**src/rtl/serial_adder_seq_if.sv**
```systemverilog
// rtl/serial_adder_seq_if.sv - request/operand and bit-stream bundle for serial_adder_seq
interface serial_adder_seq_if #(
    parameter int WIDTH = 4
);
    logic             START;
    logic [WIDTH-1:0] A_IN;
    logic [WIDTH-1:0] B_IN;
    logic             CIN;
    logic             STEP;
    logic             A_BIT;
    logic             B_BIT;
    logic             TE_BIT;
    logic [3:0]       BIT_IDX;
    logic [WIDTH-1:0] SUM;
    logic             COUT;
    logic             BUSY;
    logic             DONE;

    modport master (
        output START, A_IN, B_IN, CIN, STEP,
        input  A_BIT, B_BIT, TE_BIT, BIT_IDX, SUM, COUT, BUSY, DONE
    );

    modport slave (
        input  START, A_IN, B_IN, CIN, STEP,
        output A_BIT, B_BIT, TE_BIT, BIT_IDX, SUM, COUT, BUSY, DONE
    );
endinterface

```
**src/rtl/serial_adder_seq.sv**
```systemverilog
// rtl/serial_adder_seq.sv - bit-serial add sequencer, LSB first; SERIAL_STEP_EN gates advance on STEP
module serial_adder_seq #(
    parameter int WIDTH = 4
) (
    input  logic              CLOCK_50,
    input  logic              RESET,
    serial_adder_seq_if.slave bus
);
    typedef enum logic [1:0] {
        S_IDLE  = 2'd0,
        S_SHIFT = 2'd1,
        S_FIN   = 2'd2
    } state_t;

    localparam logic [3:0] LAST_IDX = 4'(WIDTH - 1);

    state_t           state;
    state_t           state_d;
    logic [WIDTH-1:0] a_sh;
    logic [WIDTH-1:0] b_sh;
    logic [WIDTH-1:0] sum_sh;
    logic             carry;
    logic [3:0]       idx;

    logic advance;
    logic in_shift;
    logic in_fin;
    logic load;
    logic step;
    logic s_bit;
    logic c_next;

`ifdef SERIAL_STEP_EN
    assign advance = bus.STEP;
`else
    logic unused_step;
    assign unused_step = bus.STEP;
    assign advance     = 1'b1;
`endif

    assign in_shift = (state == S_SHIFT);
    assign in_fin   = (state == S_FIN);
    // START is honoured in IDLE and FIN only; during SHIFT the operands are frozen
    assign load     = bus.START && !in_shift;
    assign step     = in_shift && advance;

    assign s_bit  = a_sh[0] ^ b_sh[0] ^ carry;
    assign c_next = (a_sh[0] & b_sh[0]) | (a_sh[0] & carry) | (b_sh[0] & carry);

    // state register
    always_ff @(posedge CLOCK_50) begin
        if (RESET) begin
            state <= S_IDLE;
        end else begin
            state <= state_d;
        end
    end

    // next-state selection
    always_comb begin
        state_d = state;
        case (state)
            S_IDLE:  if (bus.START) state_d = S_SHIFT;
            S_SHIFT: if (advance && (idx == LAST_IDX)) state_d = S_FIN;
            S_FIN:   if (bus.START) state_d = S_SHIFT;
            default: state_d = S_IDLE;
        endcase
    end

    // operand shifters, running carry, sum accumulator and bit index
    always_ff @(posedge CLOCK_50) begin
        if (RESET) begin
            a_sh   <= '0;
            b_sh   <= '0;
            sum_sh <= '0;
            carry  <= 1'b0;
            idx    <= 4'd0;
        end else if (load) begin
            a_sh   <= bus.A_IN;
            b_sh   <= bus.B_IN;
            sum_sh <= '0;
            carry  <= bus.CIN;
            idx    <= 4'd0;
        end else if (step) begin
            a_sh   <= {1'b0, a_sh[WIDTH-1:1]};
            b_sh   <= {1'b0, b_sh[WIDTH-1:1]};
            sum_sh <= {s_bit, sum_sh[WIDTH-1:1]};
            carry  <= c_next;
            if (idx != LAST_IDX) begin
                idx <= idx + 4'd1;
            end
        end
    end

    // outputs gated by state so idle/finished views read clean zeros
    always_comb begin
        bus.A_BIT   = in_shift & a_sh[0];
        bus.B_BIT   = in_shift & b_sh[0];
        bus.TE_BIT  = in_shift & carry;
        bus.BIT_IDX = in_shift ? idx : 4'd0;
        bus.SUM     = in_fin ? sum_sh : '0;
        bus.COUT    = in_fin & carry;
        bus.BUSY    = in_shift;
        bus.DONE    = in_fin;
    end
endmodule

```
**src/flat_wrapper.sv**
```systemverilog
// flat-port wrapper written by rule: the top's interface ports become plain ports
module serial_adder_seq_flat 
#(
    parameter int WIDTH = 4
)
  (CLOCK_50, RESET, bus_START, bus_A_IN, bus_B_IN, bus_CIN, bus_STEP, bus_A_BIT, bus_B_BIT, bus_TE_BIT, bus_BIT_IDX, bus_SUM, bus_COUT, bus_BUSY, bus_DONE);
  serial_adder_seq_if #(.WIDTH(WIDTH)) bus_i ();
  input  logic CLOCK_50;
  input  logic RESET;
  input wire logic [$bits(bus_i.START)-1:0] bus_START;
  input wire logic [$bits(bus_i.A_IN)-1:0] bus_A_IN;
  input wire logic [$bits(bus_i.B_IN)-1:0] bus_B_IN;
  input wire logic [$bits(bus_i.CIN)-1:0] bus_CIN;
  input wire logic [$bits(bus_i.STEP)-1:0] bus_STEP;
  output wire logic [$bits(bus_i.A_BIT)-1:0] bus_A_BIT;
  output wire logic [$bits(bus_i.B_BIT)-1:0] bus_B_BIT;
  output wire logic [$bits(bus_i.TE_BIT)-1:0] bus_TE_BIT;
  output wire logic [$bits(bus_i.BIT_IDX)-1:0] bus_BIT_IDX;
  output wire logic [$bits(bus_i.SUM)-1:0] bus_SUM;
  output wire logic [$bits(bus_i.COUT)-1:0] bus_COUT;
  output wire logic [$bits(bus_i.BUSY)-1:0] bus_BUSY;
  output wire logic [$bits(bus_i.DONE)-1:0] bus_DONE;
  assign bus_i.START = bus_START;
  assign bus_i.A_IN = bus_A_IN;
  assign bus_i.B_IN = bus_B_IN;
  assign bus_i.CIN = bus_CIN;
  assign bus_i.STEP = bus_STEP;
  assign bus_A_BIT = bus_i.A_BIT;
  assign bus_B_BIT = bus_i.B_BIT;
  assign bus_TE_BIT = bus_i.TE_BIT;
  assign bus_BIT_IDX = bus_i.BIT_IDX;
  assign bus_SUM = bus_i.SUM;
  assign bus_COUT = bus_i.COUT;
  assign bus_BUSY = bus_i.BUSY;
  assign bus_DONE = bus_i.DONE;
  serial_adder_seq #(.WIDTH(WIDTH)) u_core (.CLOCK_50(CLOCK_50), .RESET(RESET), .bus(bus_i));
endmodule
```
**config.mk**
```make
export PLATFORM = sky130hd
export DESIGN_NAME = serial_adder_seq_flat
export DESIGN_NICKNAME = d
export VERILOG_FILES = /design/src/rtl/serial_adder_seq_if.sv /design/src/rtl/serial_adder_seq.sv /design/src/flat_wrapper.sv
export SDC_FILE = /design/constraint.sdc
export NUM_CORES = 1
export LEC_CHECK = 0
export BUFFER_PORTS_ARGS = -buffer_cell sky130_fd_sc_hd__clkbuf_2
export CAP_MARGIN = 20
export CORE_MARGIN = 1
export CORE_UTILIZATION = 49
export DETAILED_ROUTE_END_ITERATION = 12
export GPL_TIMING_DRIVEN = 0
export PLACE_DENSITY = 0.78
export SLEW_MARGIN = 10
export SYNTH_ARGS = -nofsm -noshare
export SYNTH_HDL_FRONTEND = slang
export SYNTH_SLANG_ARGS = --single-unit
```
**constraint.sdc**
```tcl
create_clock -name CLOCK_50 -period 1.7 [get_ports CLOCK_50]
set_input_delay 0.17 -clock CLOCK_50 [delete_from_list [all_inputs] [get_ports CLOCK_50]]
set_output_delay 0.17 -clock CLOCK_50 [all_outputs]
set_load 0.02 [all_outputs]
```
---- Word-level counts from Yosys, hierarchy flattened ----
Index checks and enable logic that the tools add are counted.
word-level totals
  flip-flop bits (word level) ............. 19
  input port bits ......................... 13
  output and inout port bits .............. 14
  word-level logic and storage cells ...... 43
cells by class
  mux-type cells .......................... 11
  equality and inequality tests ........... 6
  add/sub/neg operators ................... 1
  reductions and logical operators ........ 8
  bitwise gates (word level) .............. 11
operators with widths
  operator                                                                 count
  4-bit 2-to-1 mux                                                         6
  1-bit bitwise AND                                                        7
  4-bit by 1-bit adder with 4-bit output, second input constant            1
  4-bit by 2-bit == test with 1-bit output, second input constant          1
  2-bit 2-to-1 mux                                                         2
  4-bit by 2-bit inequality test with 1-bit output, second input constant  1
  2-bit case mux with 2 select lines                                       1
  2-bit AND reduction                                                      2
  2-bit OR reduction                                                       2
  2-bit by 1-bit == test with 1-bit output, second input constant          1
  2-bit == test, second input constant                                     1
  2-bit logical NOT                                                        1
  1-bit 2-to-1 mux                                                         2
  2-bit by 1-bit inequality test with 1-bit output, second input constant  1
  2-bit inequality test, second input constant                             1
  1-bit bitwise OR                                                         2
  2-bit nonzero test                                                       1
  1-bit XOR                                                                2
  1-bit logical AND                                                        1
  1-bit logical NOT                                                        1

---- Depth between registers and ports, before layout ----
Gate-level depths: netlist of the first run.
  depth in word-level cells ............... 5
  mapped depth ............................ 6
  mapped depth without buffers ............ 4

---- Worst setup path before layout of the first run ----
OpenSTA, ideal clock, no wires.
  kind .................................... reg2out
  start ................................... reg u_core.state[1]
  end ..................................... out bus_A_BIT
  stages on the path, launching flop included .. 6
  path buffers ............................ 2
  required time ........................... 1.530 ns
  path slack .............................. 0.390 ns
  data arrival time ....................... 1.140 ns
  cell sequence ........................... dfxtp_1 -> nand2b_1 -> buf_6 -> inv_1 -> buf_2 -> and2_1
on the way
  cells in the longest elaborated chain, start to end .. 2
ends and longest elaborated chain
  item                                      RTL line                RTL
  start, declared                           serial_adder_seq.sv:17  state_t state;
  start signal, assigned                    serial_adder_seq.sv:55  state <= state_d;
  2-bit by 1-bit == test with 1-bit output  serial_adder_seq.sv:41  assign in_shift = (state == S_SHIFT);
  via bus_BUSY                              flat_wrapper.sv:21      output wire logic [$bits(bus_i.BUSY)-1:0] bus_BUSY;
  1-bit bitwise AND                         serial_adder_seq.sv:97  bus.A_BIT = in_shift & a_sh[0];
  end, declared                             flat_wrapper.sv:15      output wire logic [$bits(bus_i.A_BIT)-1:0] bus_A_BIT;
The timed path passes the listed nets, and every way through them passes these cells.

---- Worst setup path in the final report of the first run ----
  start ................................... reg u_core.state[1]
  end ..................................... out bus_BIT_IDX[2]
on the way
  cells in the longest elaborated chain, start to end .. 2
ends and longest elaborated chain
  item                                      RTL line                 RTL
  2-bit by 1-bit == test with 1-bit output  serial_adder_seq.sv:41
  4-bit 2-to-1 mux                          serial_adder_seq.sv:100  bus.BIT_IDX = in_shift ? idx : 4'd0;
  end, declared                             flat_wrapper.sv:18       output wire logic [$bits(bus_i.BIT_IDX)-1:0] bus_BIT_IDX;
Every way passes these cells.

==> flow_metrics.tcl, run 1 <==
set metrics [dict create \
    status "complete, no violations" \
    final_common_cell "clkbuf_2" \
    grt_pass1_wl_mm 2.80 \
    drv_slew 0 \
    via_per_inst 5.12 \
    die_w_um 44.6 \
    dr_total_vias 788 \
    finalNetCount 145 \
    clk_pin_slew_ps 100 \
    ys_types 27 \
    syn_area_um2 888 \
    synth_area_per_cell_um2 8.88 \
    yosys.area.top_type "dfxtp_1" \
    yosysSeqAreaShare 0.428 \
    dp_slack_ps 264 \
    layout-drive-gt1-share 0.279 \
    leakage_nw 0.496 \
    synth_enable_flop_cells 0 \
    num_rows 15 \
    post-route-min-period_ps 1580 \
    route.final.wire_length_mm 1.66 \
    synth_top_area_frac 0.428 \
    post-route-util 0.632 \
    irDropWorstVdd_v 0.000652 \
    skew_ps 0.701 \
    crit_path_end_kind "primary output" \
    setup_slack_ps 117 \
    final_cell_mix "26 x clkbuf_2, 19 x dfxtp_1, 10 x and2_1" \
    cts_tree "yes" \
    wl_per_cell_um 10.8 \
    whs_ps 62.1 \
    critPathKind "reg2out" \
    maxCapViolCount 0 \
    dp_hpwl_mm 1.28 \
    area_growth_pct 21.5 \
    ys_ff_latch 19 \
    numPortBuffers 25 \
    die_h_um 44.6 \
    synth_cells 100 \
    fin_setup_tns_ps 0 \
    antennaDiodeCount 0 \
    clkLatencyLatePin_ps 280 \
    reg2reg_slack_ps 300 \
    grtUsageTotal 0.190 \
    critPathRequiredTime_ps 1530 \
    setup_viol 0 \
    rsz0062_at_grt "no" \
    synth_ff_type "dfxtp_1" \
    max-slew-margin-rel 0.666 \
    hold_viol_final 0 \
    fmax_mhz 632 \
    cp_max_fo 10 \
    fin_crit_sh 0.931 \
    ctsHoldBuffers 0 \
    cts.htree.levels 1 \
    gr-total-overflow 0 \
    cts_inserted_buffers 3 \
    drt_iter0_drc 4 \
    yosys_warnings 0 \
    ant_nets 0 \
    remaining_drc_errors 0 \
    tightest_slew_ps 499 \
    hold_class "in2reg" \
    timing.rr.start "u_core.idx[1]" \
    synth_nets 115 \
    grt_max_degree 12 \
    drt_first_pass_iters 3 \
    antenna_found_initial 0 \
    cts.sinks 19 \
    worstPathArrival_ps 1410 \
    start_kind "register" \
    async_flop_share 0 \
    die-area_um2 1990 \
    place_congestion 0.807 \
    startpoint "u_core.state[1]" \
    design.core.area_um2 1710 \
    synthTopCellsByArea "dfxtp_1 43%, mux2i_1 10%, and2_1 7.0%" \
    grt_pass1_vias 653 \
    cts_buffer_depth 2 \
    hp-start "RESET" \
    start_util 0.520 \
    p_per_area_nw_per_um2 770 \
    pin_count 27 \
    root_buffer "clkbuf_4" \
]
==> layer usage <==
metal	up-vias	global-route usage	part of all wire	wire length, µm
li1	406	-	-	-
met1	363	0.246	0.48	805
met2	17	0.321	0.48	798
met5	-	0	0	0
met4	0	0.0545	0.010	17
met3	2	0.0367	0.024	40
==> worst max-delay path: stages, from the launching register on <==
cell,delay (ps)
dfxtp_1,330
nand2b_1,150
buf_6,140
inv_2,90
buf_6,140
and2_1,130
clkbuf_2,160
==> registers in the layout, summed over array words and instances, names as in the netlist <==
signal / count
u_core.a_sh: 4
u_core.b_sh: 4
u_core.carry: 1
u_core.idx: 4
u_core.state: 2
u_core.sum_sh: 4
==> final timing paths <==
kind,end,depth (start not counted)
hold reg to reg,u_core.sum_sh[0],2
hold / removal,u_core.state[0],2
setup reg to reg,u_core.state[0],4
setup / recovery,bus_BIT_IDX[2],6
==> cells in the mapped netlist (2+ instances only) <==
cell      count
buf_2         3
nor3_1        2
a21oi_1       8
clkbuf_1      2
nor2_1        9
o21ai_0       3
inv_1         4
and2_1       10
dfxtp_1      19
nand2_1       8
nor2b_1       2
mux2i_1       9
a211oi_1      7
==> logic make-up (layout without fill, tap and decap cells) <==
kind of cell,count (synthesis),in the layout,synth area share
buffers and inverters,10,39,0.0549
AOI/OAI and AO/OA,22,22,0.155
muxes,9,9,0.101
DFF,19,19,0.428
and+or+nand+nor,38,38,0.224
adders and majority gates,2,2,0.0366
==> through the flow <==
stage	std cells	area, µm²	power [mW]
final	154	1080	0.832
after global routing	154	1080	0.881
after CTS	154	1080	0.844
after detailed placement	150	1040	0.625
after global placement	150	1040	0.620
after floorplan	100	888	0.583
==> layout make-up <==
type                    count  area (µm²)
plain buffers               6        41.3
clock buffers               3        22.5
clock inverters             1        5.00
fillers                   167         628
inverters                   4        15.0
multi-input cells          71         459
flip-flops and latches     19         380
well taps                  25        31.3
repair buffers             25         125
==> power breakdown <==
| group | switching, mW | total, mW | internal, mW |
|---|---|---|---|
| sequential | 0.0178 | 0.487 | 0.469 |
| combinational | 0.0708 | 0.129 | 0.0579 |
| clock | 0.129 | 0.216 | 0.0871 |
==> repair_timing <==
action,4_1_cts,5_1_grt
setup buffers,0,0
endpoints found under the setup margin,5,6
resized for setup,2,3
cloned,0,0
(Power assumes the default switching activity.)
==> inputs of run 2 (changes only) <==
==> constraint.sdc (replaced) <==
create_clock -name CLOCK_50 -period 1.7 [get_ports CLOCK_50]
set_input_delay 0.085 -clock CLOCK_50 [delete_from_list [all_inputs] [get_ports CLOCK_50]]
set_output_delay 0.085 -clock CLOCK_50 [all_outputs]
set_load 0.02 [all_outputs]
==> flow_metrics.tcl, run 2 (synthesis gave the netlist of run 1 again) <==
set metrics [dict create \
    crit_path_end_kind "primary output" \
    num_rows 15 \
    startpoint "u_core.state[1]" \
    via_per_inst 5.17 \
    cp_slowest_stage_delay_ps 330 \
    pin_count 27 \
    grt_pass1_wl_mm 2.83 \
    hold_path_depth 3 \
    gr-total-overflow 0 \
    p_per_area_nw_per_um2 766 \
    fin_crit_sh 0.936 \
    grtUsageTotal 0.192 \
    wl_per_cell_um 10.9 \
    numPortBuffers 25 \
    die_h_um 44.6 \
    grt_max_degree 12 \
    fin_area_um2 1080 \
    antennaDiodeCount 0 \
    design.core.area_um2 1710 \
    cts_buffer_depth 2 \
    reg2reg_slack_ps 290 \
    die-area_um2 1990 \
    worstPathCellList "nand2b_1 -> buf_6 -> inv_1 -> buf_4 -> and2_1 -> clkbuf_2" \
    whs_ps 91.7 \
    critPathRequiredTime_ps 1620 \
    route.final.wire_length_mm 1.68 \
    highest_layer "met4" \
    crit_path_top_delay_cell "dfxtp_1" \
    worstPathArrival_ps 1510 \
    wl_met3_um 45 \
    final_common_cell "clkbuf_2" \
    finalNetCount 146 \
    skew_ps 3.21 \
    hold_viol_final 0 \
    fmax_mhz 628 \
    post_cts_buffers 0 \
    cp_max_fo 10 \
    clk_pin_slew_ps 110 \
    start_kind "register" \
    setup_viol 0 \
    wl_met1_um 806 \
    dr_total_vias 801 \
    area_growth_pct 22.1 \
    post-route-min-period_ps 1590 \
    hp-start "bus_B_IN[3]" \
    drt_first_pass_iters 4 \
    layout-drive-gt1-share 0.262 \
    irDropWorstVdd_v 0.000654 \
    timing.rr.start "u_core.idx[1]" \
    leakage_nw 0.498 \
    antenna_found_initial 0 \
    drt_iter0_drc 3 \
    cts_inserted_buffers 3 \
    rsz0062_at_grt "no" \
    endpoint "bus_BIT_IDX[2]" \
    critPathKind "reg2out" \
    die_w_um 44.6 \
    final_cell_mix "25 x clkbuf_2, 19 x dfxtp_1, 10 x and2_1" \
    start_util 0.520 \
    cts_tree "yes" \
    root_buffer "clkbuf_4" \
    placed_cell_area_um2 1040 \
    dp_hpwl_mm 1.28 \
    status "complete, no violations" \
    drv_slew 0 \
    dr_wl_met2_um 812 \
    cts.htree.levels 1 \
    grt_pass1_vias 655 \
    rr_worst_depth 4 \
    cts.sinks 19 \
    maxCapViolCount 0 \
    fin_setup_tns_ps 0 \
    max-slew-margin-rel 0.654 \
    ant_nets 0 \
    place_congestion 0.807 \
    clkLatencyLatePin_ps 280 \
    remaining_drc_errors 0 \
    r2r_end "u_core.state[0]" \
    tightest_slew_ps 517 \
    hold_class "in2reg" \
]
[run 2: worst min path at each step]
stage                      end  slack (ps)
2_1_floorplan  u_core.state[0]         160
3_3_place_gp   u_core.state[0]         280
3_5_place_dp   u_core.state[0]         290
4_1_cts         u_core.b_sh[3]          90
5_1_grt         u_core.b_sh[3]          90
6_report        u_core.b_sh[3]          90
[run 2: metal layers]
layer / track usage / vias to the layer above
met3: 0.0367 / 2
met2: 0.321 / 17
met4: 0.0545 / 0
met1: 0.251 / 372
met5: 0 / -
li1: - / 410
[run 2: cell type report]
cell class	instances	area [µm²]
clock buffers	3	22.5
well taps	25	31.3
inverters	4	15.0
multi-input cells	71	459
repair buffers	26	135
clock inverters	1	5.00
plain buffers	6	36.3
fillers	167	623
flip-flops and latches	19	380
[run 2: timing repair]
action	in CTS	in global routing
setup endpoints to repair	0	5
gates resized for setup	0	2
hold endpoints to repair	1	0
hold buffers	1	0
[run 2: critical path: cells and delay by family (launching register included)]
family | cells | cell delay [ps]
and+or+nand+nor | 2 | 290
DFF | 1 | 330
buffers and inverters | 4 | 610
[run 2: metrics by stage]
| stage | cells | util | power (mW) | setup slack, ps |
|---|---|---|---|---|
| floorplan | 100 | - | 0.583 | 475 |
| global placement | 150 | 0.612 | 0.620 | 306 |
| detailed placement | 150 | 0.612 | 0.625 | 326 |
| CTS | 155 | 0.634 | 0.843 | 23.5 |
| global route | 155 | 0.635 | 0.880 | 5.76 |
| finish | 155 | 0.635 | 0.831 | 109 |
[run 2: report_power, final]
group	internal, mW	switching, mW
sequential	0.469	0.0177
clock	0.0871	0.129
combinational	0.0575	0.0705
total	0.614	0.217
